[config.mk]
export PLATFORM = sky130hd
export DESIGN_NAME = rename_rat_ckpt_flat
export DESIGN_NICKNAME = d
export VERILOG_FILES = /design/src/rtl/rename_rat_ckpt_if.sv /design/src/rtl/rename_rat_ckpt.sv /design/src/flat_wrapper.sv
export SDC_FILE = /design/constraint.sdc
export NUM_CORES = 2
export LEC_CHECK = 0
export CORE_MARGIN = 1
export CORE_UTILIZATION = 49
export CTS_CLUSTER_DIAMETER = 30
export DETAILED_ROUTE_END_ITERATION = 6
export PLACE_DENSITY_LB_ADDON = 0.15
export SKIP_LAST_GASP = 1
export SYNTH_ARGS = -nofsm -noshare
export SYNTH_HDL_FRONTEND = slang
export SYNTH_SLANG_ARGS = --single-unit
[constraint.sdc]
create_clock -name clk -period 18.8 [get_ports clk]
set_input_delay 1.88 -clock clk [delete_from_list [all_inputs] [get_ports clk]]
set_output_delay 1.88 -clock clk [all_outputs]
set_load 0.02 [all_outputs]
[src/rtl/rename_rat_ckpt_if.sv]
// Rename-stage bus for rename_rat_ckpt: rename reads/writes, checkpoint
// handshake, mispredict restore, flush and commit ports.
interface rename_rat_ckpt_if #(
  parameter int PREG_W   = 7,
  parameter int AREG_NUM = 32,
  parameter int WIDTH    = 2,
  parameter int CKPT_NUM = 4
);
  localparam int AREG_W = $clog2(AREG_NUM);
  localparam int CKPT_W = $clog2(CKPT_NUM);

  logic [WIDTH-1:0][1:0][AREG_W-1:0] raddr_i;
  logic [WIDTH-1:0][1:0][PREG_W-1:0] rdata_o;
  logic [WIDTH-1:0]                  we_i;
  logic [WIDTH-1:0][AREG_W-1:0]      waddr_i;
  logic [WIDTH-1:0][PREG_W-1:0]      wdata_i;
  logic [WIDTH-1:0][PREG_W-1:0]      old_o;
  logic                              ckpt_req_i;
  logic                              ckpt_ready_o;
  logic [CKPT_W-1:0]                 ckpt_id_o;
  logic                              ckpt_rel_i;
  logic                              restore_i;
  logic [CKPT_W-1:0]                 restore_id_i;
  logic                              flush_i;
  logic [WIDTH-1:0]                  cmt_we_i;
  logic [WIDTH-1:0][AREG_W-1:0]      cmt_waddr_i;
  logic [WIDTH-1:0][PREG_W-1:0]      cmt_wdata_i;
  logic                              busy_o;

  modport master (
    output raddr_i, we_i, waddr_i, wdata_i, ckpt_req_i, ckpt_rel_i,
           restore_i, restore_id_i, flush_i, cmt_we_i, cmt_waddr_i, cmt_wdata_i,
    input  rdata_o, old_o, ckpt_ready_o, ckpt_id_o, busy_o
  );

  modport slave (
    input  raddr_i, we_i, waddr_i, wdata_i, ckpt_req_i, ckpt_rel_i,
           restore_i, restore_id_i, flush_i, cmt_we_i, cmt_waddr_i, cmt_wdata_i,
    output rdata_o, old_o, ckpt_ready_o, ckpt_id_o, busy_o
  );
endinterface

[src/rtl/rename_rat_ckpt.sv]
// Speculative rename RAT with WIDTH-wide rename, intra-group forwarding,
// a FIFO of branch checkpoints for one-cycle restore, and a committed RAT
// used to rebuild the speculative table on flush.
// Build option RAT_FLUSH_CMT_BYPASS_EN: when defined, the flush copy merges
// same-cycle commits and recovery takes one cycle; otherwise the flush copy
// uses the pre-commit arch RAT and a second busy cycle re-copies it.
//
// state    | meaning
// IDLE     | normal renaming, checkpoints accepted
// RECOVER  | final recovery cycle, rename stalled
// RECOVER2 | first of two flush cycles, arch RAT re-copied into spec
module rename_rat_ckpt #(
  parameter int PREG_W   = 7,
  parameter int AREG_NUM = 32,
  parameter int WIDTH    = 2,
  parameter int CKPT_NUM = 4
) (
  input logic           clk,
  input logic           rst,
  rename_rat_ckpt_if.slave bus
);
  localparam int AREG_W = $clog2(AREG_NUM);
  localparam int CKPT_W = $clog2(CKPT_NUM);
  localparam logic [CKPT_W:0] CNT_FULL = (CKPT_W+1)'(CKPT_NUM);

  typedef enum logic [1:0] {IDLE, RECOVER, RECOVER2} state_t;
  typedef logic [AREG_NUM-1:0][PREG_W-1:0] rat_t;

  state_t state_q, state_d;
  rat_t spec_q, spec_d, spec_wr, arch_q, arch_d;
  rat_t ckpt_q [CKPT_NUM];
  logic [CKPT_W-1:0] head_q, head_d, tail_q, tail_d;
  logic [CKPT_W:0] cnt_q, cnt_d;
  logic alloc, rel;
  logic [WIDTH-1:0][1:0][PREG_W-1:0] rdata;
  logic [WIDTH-1:0][PREG_W-1:0] old;

  // Source and old-mapping lookup, forwarded from older slots in the group
  always_comb begin
    for (int k = 0; k < WIDTH; k++) begin
      for (int s = 0; s < 2; s++) begin
        rdata[k][s] = spec_q[bus.raddr_i[k][s]];
        for (int j = 0; j < k; j++)
          if (bus.we_i[j] && bus.waddr_i[j] == bus.raddr_i[k][s]) rdata[k][s] = bus.wdata_i[j];
      end
      old[k] = spec_q[bus.waddr_i[k]];
      for (int j = 0; j < k; j++)
        if (bus.we_i[j] && bus.waddr_i[j] == bus.waddr_i[k]) old[k] = bus.wdata_i[j];
    end
  end

  assign bus.rdata_o      = rdata;
  assign bus.old_o        = old;
  assign bus.ckpt_ready_o = (cnt_q != CNT_FULL);
  assign bus.ckpt_id_o    = tail_q;
  assign bus.busy_o       = (state_q != IDLE);

  // Next-state, table and checkpoint-pointer updates
  always_comb begin
    state_d = state_q;
    spec_d  = spec_q;
    head_d  = head_q;
    tail_d  = tail_q;
    cnt_d   = cnt_q;
    alloc   = 1'b0;
    rel     = bus.ckpt_rel_i && (cnt_q != '0);
    spec_wr = spec_q;
    for (int j = 0; j < WIDTH; j++)
      if (bus.we_i[j]) spec_wr[bus.waddr_i[j]] = bus.wdata_i[j];
    arch_d = arch_q;
    for (int j = 0; j < WIDTH; j++)
      if (bus.cmt_we_i[j]) arch_d[bus.cmt_waddr_i[j]] = bus.cmt_wdata_i[j];

    if (bus.flush_i) begin
`ifdef RAT_FLUSH_CMT_BYPASS_EN
      spec_d  = arch_d;
      state_d = RECOVER;
`else
      spec_d  = arch_q;
      state_d = RECOVER2;
`endif
      head_d = '0;
      tail_d = '0;
      cnt_d  = '0;
    end else begin
      head_d = head_q + CKPT_W'(rel);
      case (state_q)
        IDLE: begin
          if (bus.restore_i) begin
            spec_d  = ckpt_q[bus.restore_id_i];
            tail_d  = bus.restore_id_i + CKPT_W'(1);
            // restore_id_i is live, so its distance from head is below cnt
            cnt_d   = {1'b0, CKPT_W'(bus.restore_id_i - head_d)} + (CKPT_W+1)'(1);
            state_d = RECOVER;
          end else begin
            spec_d = spec_wr;
            alloc  = bus.ckpt_req_i && (cnt_q != CNT_FULL);
            tail_d = tail_q + CKPT_W'(alloc);
            cnt_d  = cnt_q + (CKPT_W+1)'(alloc) - (CKPT_W+1)'(rel);
          end
        end
        RECOVER2: begin
          spec_d  = arch_q;
          cnt_d   = cnt_q - (CKPT_W+1)'(rel);
          state_d = RECOVER;
        end
        default: begin
          cnt_d   = cnt_q - (CKPT_W+1)'(rel);
          state_d = IDLE;
        end
      endcase
    end
  end

  // State, tables and FIFO pointers
  always_ff @(posedge clk) begin
    if (rst) begin
      state_q <= IDLE;
      head_q  <= '0;
      tail_q  <= '0;
      cnt_q   <= '0;
      for (int i = 0; i < AREG_NUM; i++) begin
        spec_q[i] <= PREG_W'(i);
        arch_q[i] <= PREG_W'(i);
      end
    end else begin
      state_q <= state_d;
      head_q  <= head_d;
      tail_q  <= tail_d;
      cnt_q   <= cnt_d;
      spec_q  <= spec_d;
      arch_q  <= arch_d;
    end
  end

  // Checkpoint storage: snapshot includes this cycle's rename writes
  always_ff @(posedge clk) begin
    if (rst) begin
      for (int c = 0; c < CKPT_NUM; c++)
        for (int i = 0; i < AREG_NUM; i++) ckpt_q[c][i] <= PREG_W'(i);
    end else if (alloc) begin
      ckpt_q[tail_q] <= spec_wr;
    end
  end
endmodule

[src/flat_wrapper.sv]
// flat-port wrapper written by rule: the top's interface ports become plain ports
module rename_rat_ckpt_flat 
#(
  parameter int PREG_W   = 7,
  parameter int AREG_NUM = 32,
  parameter int WIDTH    = 2,
  parameter int CKPT_NUM = 4
)
  (clk, rst, bus_raddr_i, bus_we_i, bus_waddr_i, bus_wdata_i, bus_ckpt_req_i, bus_ckpt_rel_i, bus_restore_i, bus_restore_id_i, bus_flush_i, bus_cmt_we_i, bus_cmt_waddr_i, bus_cmt_wdata_i, bus_rdata_o, bus_old_o, bus_ckpt_ready_o, bus_ckpt_id_o, bus_busy_o);
  rename_rat_ckpt_if #(.PREG_W(PREG_W), .AREG_NUM(AREG_NUM), .WIDTH(WIDTH), .CKPT_NUM(CKPT_NUM)) bus_i ();
  input logic clk;
  input logic rst;
  input wire logic [$bits(bus_i.raddr_i)-1:0] bus_raddr_i;
  input wire logic [$bits(bus_i.we_i)-1:0] bus_we_i;
  input wire logic [$bits(bus_i.waddr_i)-1:0] bus_waddr_i;
  input wire logic [$bits(bus_i.wdata_i)-1:0] bus_wdata_i;
  input wire logic [$bits(bus_i.ckpt_req_i)-1:0] bus_ckpt_req_i;
  input wire logic [$bits(bus_i.ckpt_rel_i)-1:0] bus_ckpt_rel_i;
  input wire logic [$bits(bus_i.restore_i)-1:0] bus_restore_i;
  input wire logic [$bits(bus_i.restore_id_i)-1:0] bus_restore_id_i;
  input wire logic [$bits(bus_i.flush_i)-1:0] bus_flush_i;
  input wire logic [$bits(bus_i.cmt_we_i)-1:0] bus_cmt_we_i;
  input wire logic [$bits(bus_i.cmt_waddr_i)-1:0] bus_cmt_waddr_i;
  input wire logic [$bits(bus_i.cmt_wdata_i)-1:0] bus_cmt_wdata_i;
  output wire logic [$bits(bus_i.rdata_o)-1:0] bus_rdata_o;
  output wire logic [$bits(bus_i.old_o)-1:0] bus_old_o;
  output wire logic [$bits(bus_i.ckpt_ready_o)-1:0] bus_ckpt_ready_o;
  output wire logic [$bits(bus_i.ckpt_id_o)-1:0] bus_ckpt_id_o;
  output wire logic [$bits(bus_i.busy_o)-1:0] bus_busy_o;
  assign bus_i.raddr_i = bus_raddr_i;
  assign bus_i.we_i = bus_we_i;
  assign bus_i.waddr_i = bus_waddr_i;
  assign bus_i.wdata_i = bus_wdata_i;
  assign bus_i.ckpt_req_i = bus_ckpt_req_i;
  assign bus_i.ckpt_rel_i = bus_ckpt_rel_i;
  assign bus_i.restore_i = bus_restore_i;
  assign bus_i.restore_id_i = bus_restore_id_i;
  assign bus_i.flush_i = bus_flush_i;
  assign bus_i.cmt_we_i = bus_cmt_we_i;
  assign bus_i.cmt_waddr_i = bus_cmt_waddr_i;
  assign bus_i.cmt_wdata_i = bus_cmt_wdata_i;
  assign bus_rdata_o = bus_i.rdata_o;
  assign bus_old_o = bus_i.old_o;
  assign bus_ckpt_ready_o = bus_i.ckpt_ready_o;
  assign bus_ckpt_id_o = bus_i.ckpt_id_o;
  assign bus_busy_o = bus_i.busy_o;
  rename_rat_ckpt #(.PREG_W(PREG_W), .AREG_NUM(AREG_NUM), .WIDTH(WIDTH), .CKPT_NUM(CKPT_NUM)) u_core (.clk(clk), .rst(rst), .bus(bus_i));
endmodule
Yosys cells after proc, flatten, opt, wreduce, memory -nomap -nowiden
Memories as Yosys holds them, arrays and structs flattened.
Index checks and enable logic that the tools add are counted.
{ "totals": {"ramBits": 896, "input_bits": 80, "register_bits": 457, "mem_count": 1} }
{ "memory_table": {"columns": ["memory", "words", "width", "read_ports", "rd_clocked_by_memory_dff", "write_ports", "line", "rtl"], "rows": [
  ["u_core.ckpt_q", 4, 224, 1, 0, 4, "rename_rat_ckpt.sv:31", "rat_t ckpt_q [CKPT_NUM];"]
]} }
{ "op_classes": {"n_addsub": 8, "order_cmp": 12, "n_mux": 51, "eq_ne": 7, "n_reduce_logical": 15} }
{ "op_table": {"columns": ["operator", "count"], "rows": [
  ["$mux 224", 7],
  ["$bwmux 224", 4],
  ["$pmux 224 s2", 1],
  ["$reduce_or 224->1", 1],
  ["$bmux 7 s5", 6],
  ["$demux 7 s5", 4],
  ["$mux 7", 13],
  ["$lt 5x6->1 const B", 8],
  ["$ge 5x1->1 const B", 4],
  ["$eq 5x5->1", 3],
  ["$logic_and 1x1->1", 9],
  ["$mux 1", 9],
  ["$mux 2", 4],
  ["$mux 3", 2],
  ["$ne 3x3->1 const B", 2],
  ["$reduce_bool 3->1", 2],
  ["$sub 3x1->3", 2],
  ["$add 2x1->2", 2],
  ["$pmux 2 s2", 1],
  ["$add 2x1->3 const B", 1],
  ["$add 3x1->3", 1],
  ["$add 2x1->2 const B", 1],
  ["$eq 2x2->1 const B", 1],
  ["$logic_not 2->1", 1],
  ["4 further kinds", 4]
]} }

Logic depth before layout (Yosys ltp)
{ "depth": {"ltp_word": 11, "ltp_mapped": 10} }

Worst setup path after synthesis
OpenSTA, ideal clock, no wires.
{ "synth_timing": {"kind": "in2reg", "from": "in rst", "to": "mem u_core.ckpt_q[0][0] in the netlist's numbering, enable pin", "required_ns": 18.175, "setup_time_ns": 0.625, "n_path_buf": 4, "slack_ns": 9.916, "arrival_ns": 8.259, "stages": 5, "cell_sequence": "clkbuf_1 -> clkbuf_1 -> clkbuf_1 -> clkbuf_1 -> nand2b_1"} }
{ "synth_lines": {"columns": ["element", "line", "rtl"], "rows": [
  ["from (decl)", "flat_wrapper.sv:12", "input logic rst;"],
  ["to (decl)", "rename_rat_ckpt.sv:31", null]
]} }

Final worst setup path
{ "layout_timing": {"from": "in bus_raddr_i[12]", "to": "out bus_rdata_o[15]"} }
{ "layout_via": {"elab_chain_len": 3} }
{ "layout_rtl": {"columns": ["element", "line", "rtl"], "rows": [
  ["from (decl)", "flat_wrapper.sv:13", "input wire logic [$bits(bus_i.raddr_i)-1:0] bus_raddr_i;"],
  ["$bmux 7 s5 / $eq 5x5->1 (equally long branches)", "rename_rat_ckpt.sv:42, rename_rat_ckpt.sv:44", null],
  ["$mux 7 (implied by the code) / $logic_and 1x1->1 (equally long branches)", "rename_rat_ckpt.sv:42, rename_rat_ckpt.sv:44", null],
  ["$mux 7 *", "rename_rat_ckpt.sv:44", "if (bus.we_i[j] && bus.waddr_i[j] == bus.raddr_i[k][s]) rdata[k][s] = bus.wdata_i[j];"],
  ["to (decl)", "flat_wrapper.sv:25", "output wire logic [$bits(bus_i.rdata_o)-1:0] bus_rdata_o;"]
]} }
Mark *: on every way between the ends. The rest lies on a longest branch, timed or not. The select of a mux whose other input is x is not followed.

==> flow_summary.toml <==
[status]
status = "finished, violations left"
failed_checks = "design-rule violations, max-capacitance violations, max-slew violations"

[cells_and_area]
postLayoutCellArea_mm2 = 0.0898
drive_above_1_share = 0.271
area_delta_synth_final_pct = 17.8
nets = 6558

[synthesis]
postSynthAreaPerCell_um2 = 11.7
yosys_warnings = 0
synthFlopType = "edfxtp_1"
synth_cell_types = 69
async_flop_share = 0
syn_nets = 6621
ys_seq_area_frac = 0.473
synth_top_area_frac = 0.353
yosysMostFrequentCell = "edfxtp_1"
synth-edff-count = 896
synthTopCellsByCount = "edfxtp_1, nor2_1, mux4_2, clkbuf_1, dfxtp_1"
synth_area_mm2 = 0.0762
synth-seq-cells = 1353
syn_inst = 6533
synthTopCellsByArea = "edfxtp_1, mux4_2, dfxtp_1"
synth_area_leader_cell = "edfxtp_1"

[worst_setup_path]
crit_end = "bus_rdata_o[15]"
startpoint_type = "input pin"
reg2reg_to = "u_core.ckpt_q[1][33]"
end_kind = "output port"
crit_path_start = "bus_raddr_i[12]"
cp_max_fo = 20
cp.required_ns = 16.92
reg2reg_from = "u_core.state_q[0]"
r2r_slack_ns = 13.29
reg2reg_depth = 8
critical_path_class = "in2out"
cp.arrival_ns = 5.70

[place]
dp_hpwl_um = 210000
portBuffers = 125
postPlaceCellArea_mm2 = 0.0787
pre_cts_ws_ns = 11.37
gp_congestion = 1.08

[timing]
finalSetupViolations = 0
min_period_ns = 7.58
drv_slew = 73
worst_slew_pin_slew_ns = 1.66
fin_skew_ns = 0.0650
fin_ws_ns = 11.22
fin_crit_sh = 0.403
finalHoldViolCount = 0
finalSetupTns_ns = 0
relSlewSlack = -0.105
fmax_mhz = 132
rsz0062_at_grt = "no"

[floorplanning]
coreArea_mm2 = 0.154
rows = 144
die_w_um = 396
initial_core_util = 0.494
die-area_mm2 = 0.157
fp.dieH_um = 396
io_pins = 126

[power_and_ir_drop]
p_sw_uw = 2580
p_int_uw = 7560
ir_drop_mv = 0.0880
swShare = 0.255
comb_power_share = 0.103
power_density_mw_per_mm2 = 113
p_clk_frac = 0.562
power_frac_seq = 0.335
power_leakage_uw = 0.0300

[clock_network]
cts_hold_buffers = 0
clkLatencyLatePin_ns = 0.95
clk_pin_slew_ns = 0.04
clockBufferDepth = 4
cts_tree = "yes"
numCtsBuffers = 324
cts.sinks = 1353
cts_resized = 0
htree_levels = 5
cts_root_buffer = "clkbuf_16"
post_cts_buffers = 0

[grt]
antenna_found_initial = 33
grt_use_total = 0.433
grt_pass1_vias = 61600
grt_max_degree = 146
grt_overflow = 0
grt_pass1_wl_um = 480000

[job]
cap_violations = 2

[routing]
ant_nets = 0
vias_per_cell = 7.46
drt_drc_violations_left = 54
routed_wire_length_per_instance_um = 39.5
vias = 65600
drt_iter0_drc = 10600
drtPass1Iterations = 7
drt_wl_total_um = 347000

[hold_path]
holdCritPathClass = "reg2reg"
==> cell usage in the layout (no fill, tap or decap), types with 190 or more instances in the layout <==
| cell | count |
|---|---|
| edfxtp_1 | 896 |
| a21oi_1 | 264 |
| a211oi_1 | 211 |
| o22ai_1 | 334 |
| dfxtp_1 | 455 |
| mux4_2 | 585 |
| buf_4 | 203 |
| or2_2 | 261 |
| nand2_1 | 376 |
| nor2_1 | 748 |
| mux2i_1 | 323 |
| clkbuf_16 | 331 |
| nand3_1 | 190 |
==> kinds of logic (layout without fill, tap and decap cells) <==
logic type / Yosys count / in the layout / share of synthesized area
multiplexers: 1026 / 1026 / 0.233
AO/OA/AOI/OAI: 1387 / 1387 / 0.125
flip-flops: 1353 / 1353 / 0.473
buffers and inverters: 709 / 898 / 0.0384
adder cells (fa/ha/maj): 8 / 8 / 0.00141
AND/OR/NAND/NOR: 2028 / 2028 / 0.127
other: 0 / 30 / 0
XOR/XNOR: 22 / 22 / 0.00253
==> area by class of cell <==
class                   instances  area [um2]
fillers                     12500       64400
diodes                         30        75.1
multi-input cells            4471       37500
well taps                    2044        2560
repair buffers                308        2530
clock buffers                 397        8810
clock inverters               181        2240
inverters                      12        60.1
flip-flops and latches       1353       36100
==> state kept, by name, summed over array words and instances (netlist names) <==
name / cells
u_core.state_q: 2
u_core.spec_q: 224
u_core.head_q: 2
u_core.cnt_q: 3
u_core.bus.ckpt_id_o: 2
u_core.ckpt_q: 896
u_core.arch_q: 224
==> critical path: stages <==
cell	delay (ns)
clkdlybuf4s50_1	1.04
nand3b_1	0.55
o22ai_1	0.15
or4_1	0.55
o21ai_0	0.74
clkdlybuf4s50_1	0.77
==> stage by stage <==
| step | util | total power (uW) | hold WS [ns] | std cells |
|---|---|---|---|---|
| global route | 0.582 | 10300 | 0.542 | 8766 |
| global placement | 0.510 | 4420 | 0.504 | 8188 |
| finish | 0.582 | 10100 | 0.523 | 8796 |
| CTS | 0.582 | 10100 | 0.520 | 8766 |
| floorplan | - | 4000 | 0.485 | 6533 |
| detailed placement | 0.510 | 4430 | 0.503 | 8188 |
==> metal layers <==
metal,track usage,routed length [um]
met5,0,329
met4,0.327,31700
met3,0.177,53500
met2,0.605,143000
met1,0.535,118000
==> power groups by stage <==
stage	registers (uW)	logic (uW)	clock network, uW
detailed placement	3430	998	0
floorplan	3380	622	0
finish	3400	1050	5700
global placement	3430	990	0
CTS	3380	1000	5710
global route	3390	1060	5850
==> worst min path at each step <==
stage                       startpoint                 end  slack (ns)  cells past startpoint
floorplan           u_core.arch_q[117]  u_core.arch_q[117]        0.48                      2
global placement    u_core.arch_q[125]  u_core.arch_q[125]        0.50                      2
detailed placement   u_core.arch_q[69]   u_core.arch_q[69]        0.50                      2
CTS                  u_core.arch_q[35]   u_core.spec_q[35]        0.52                      3
global route         u_core.arch_q[17]   u_core.arch_q[17]        0.54                      2
finish               u_core.arch_q[35]   u_core.spec_q[35]        0.52                      3
Power figures use the tool's default switching activity.
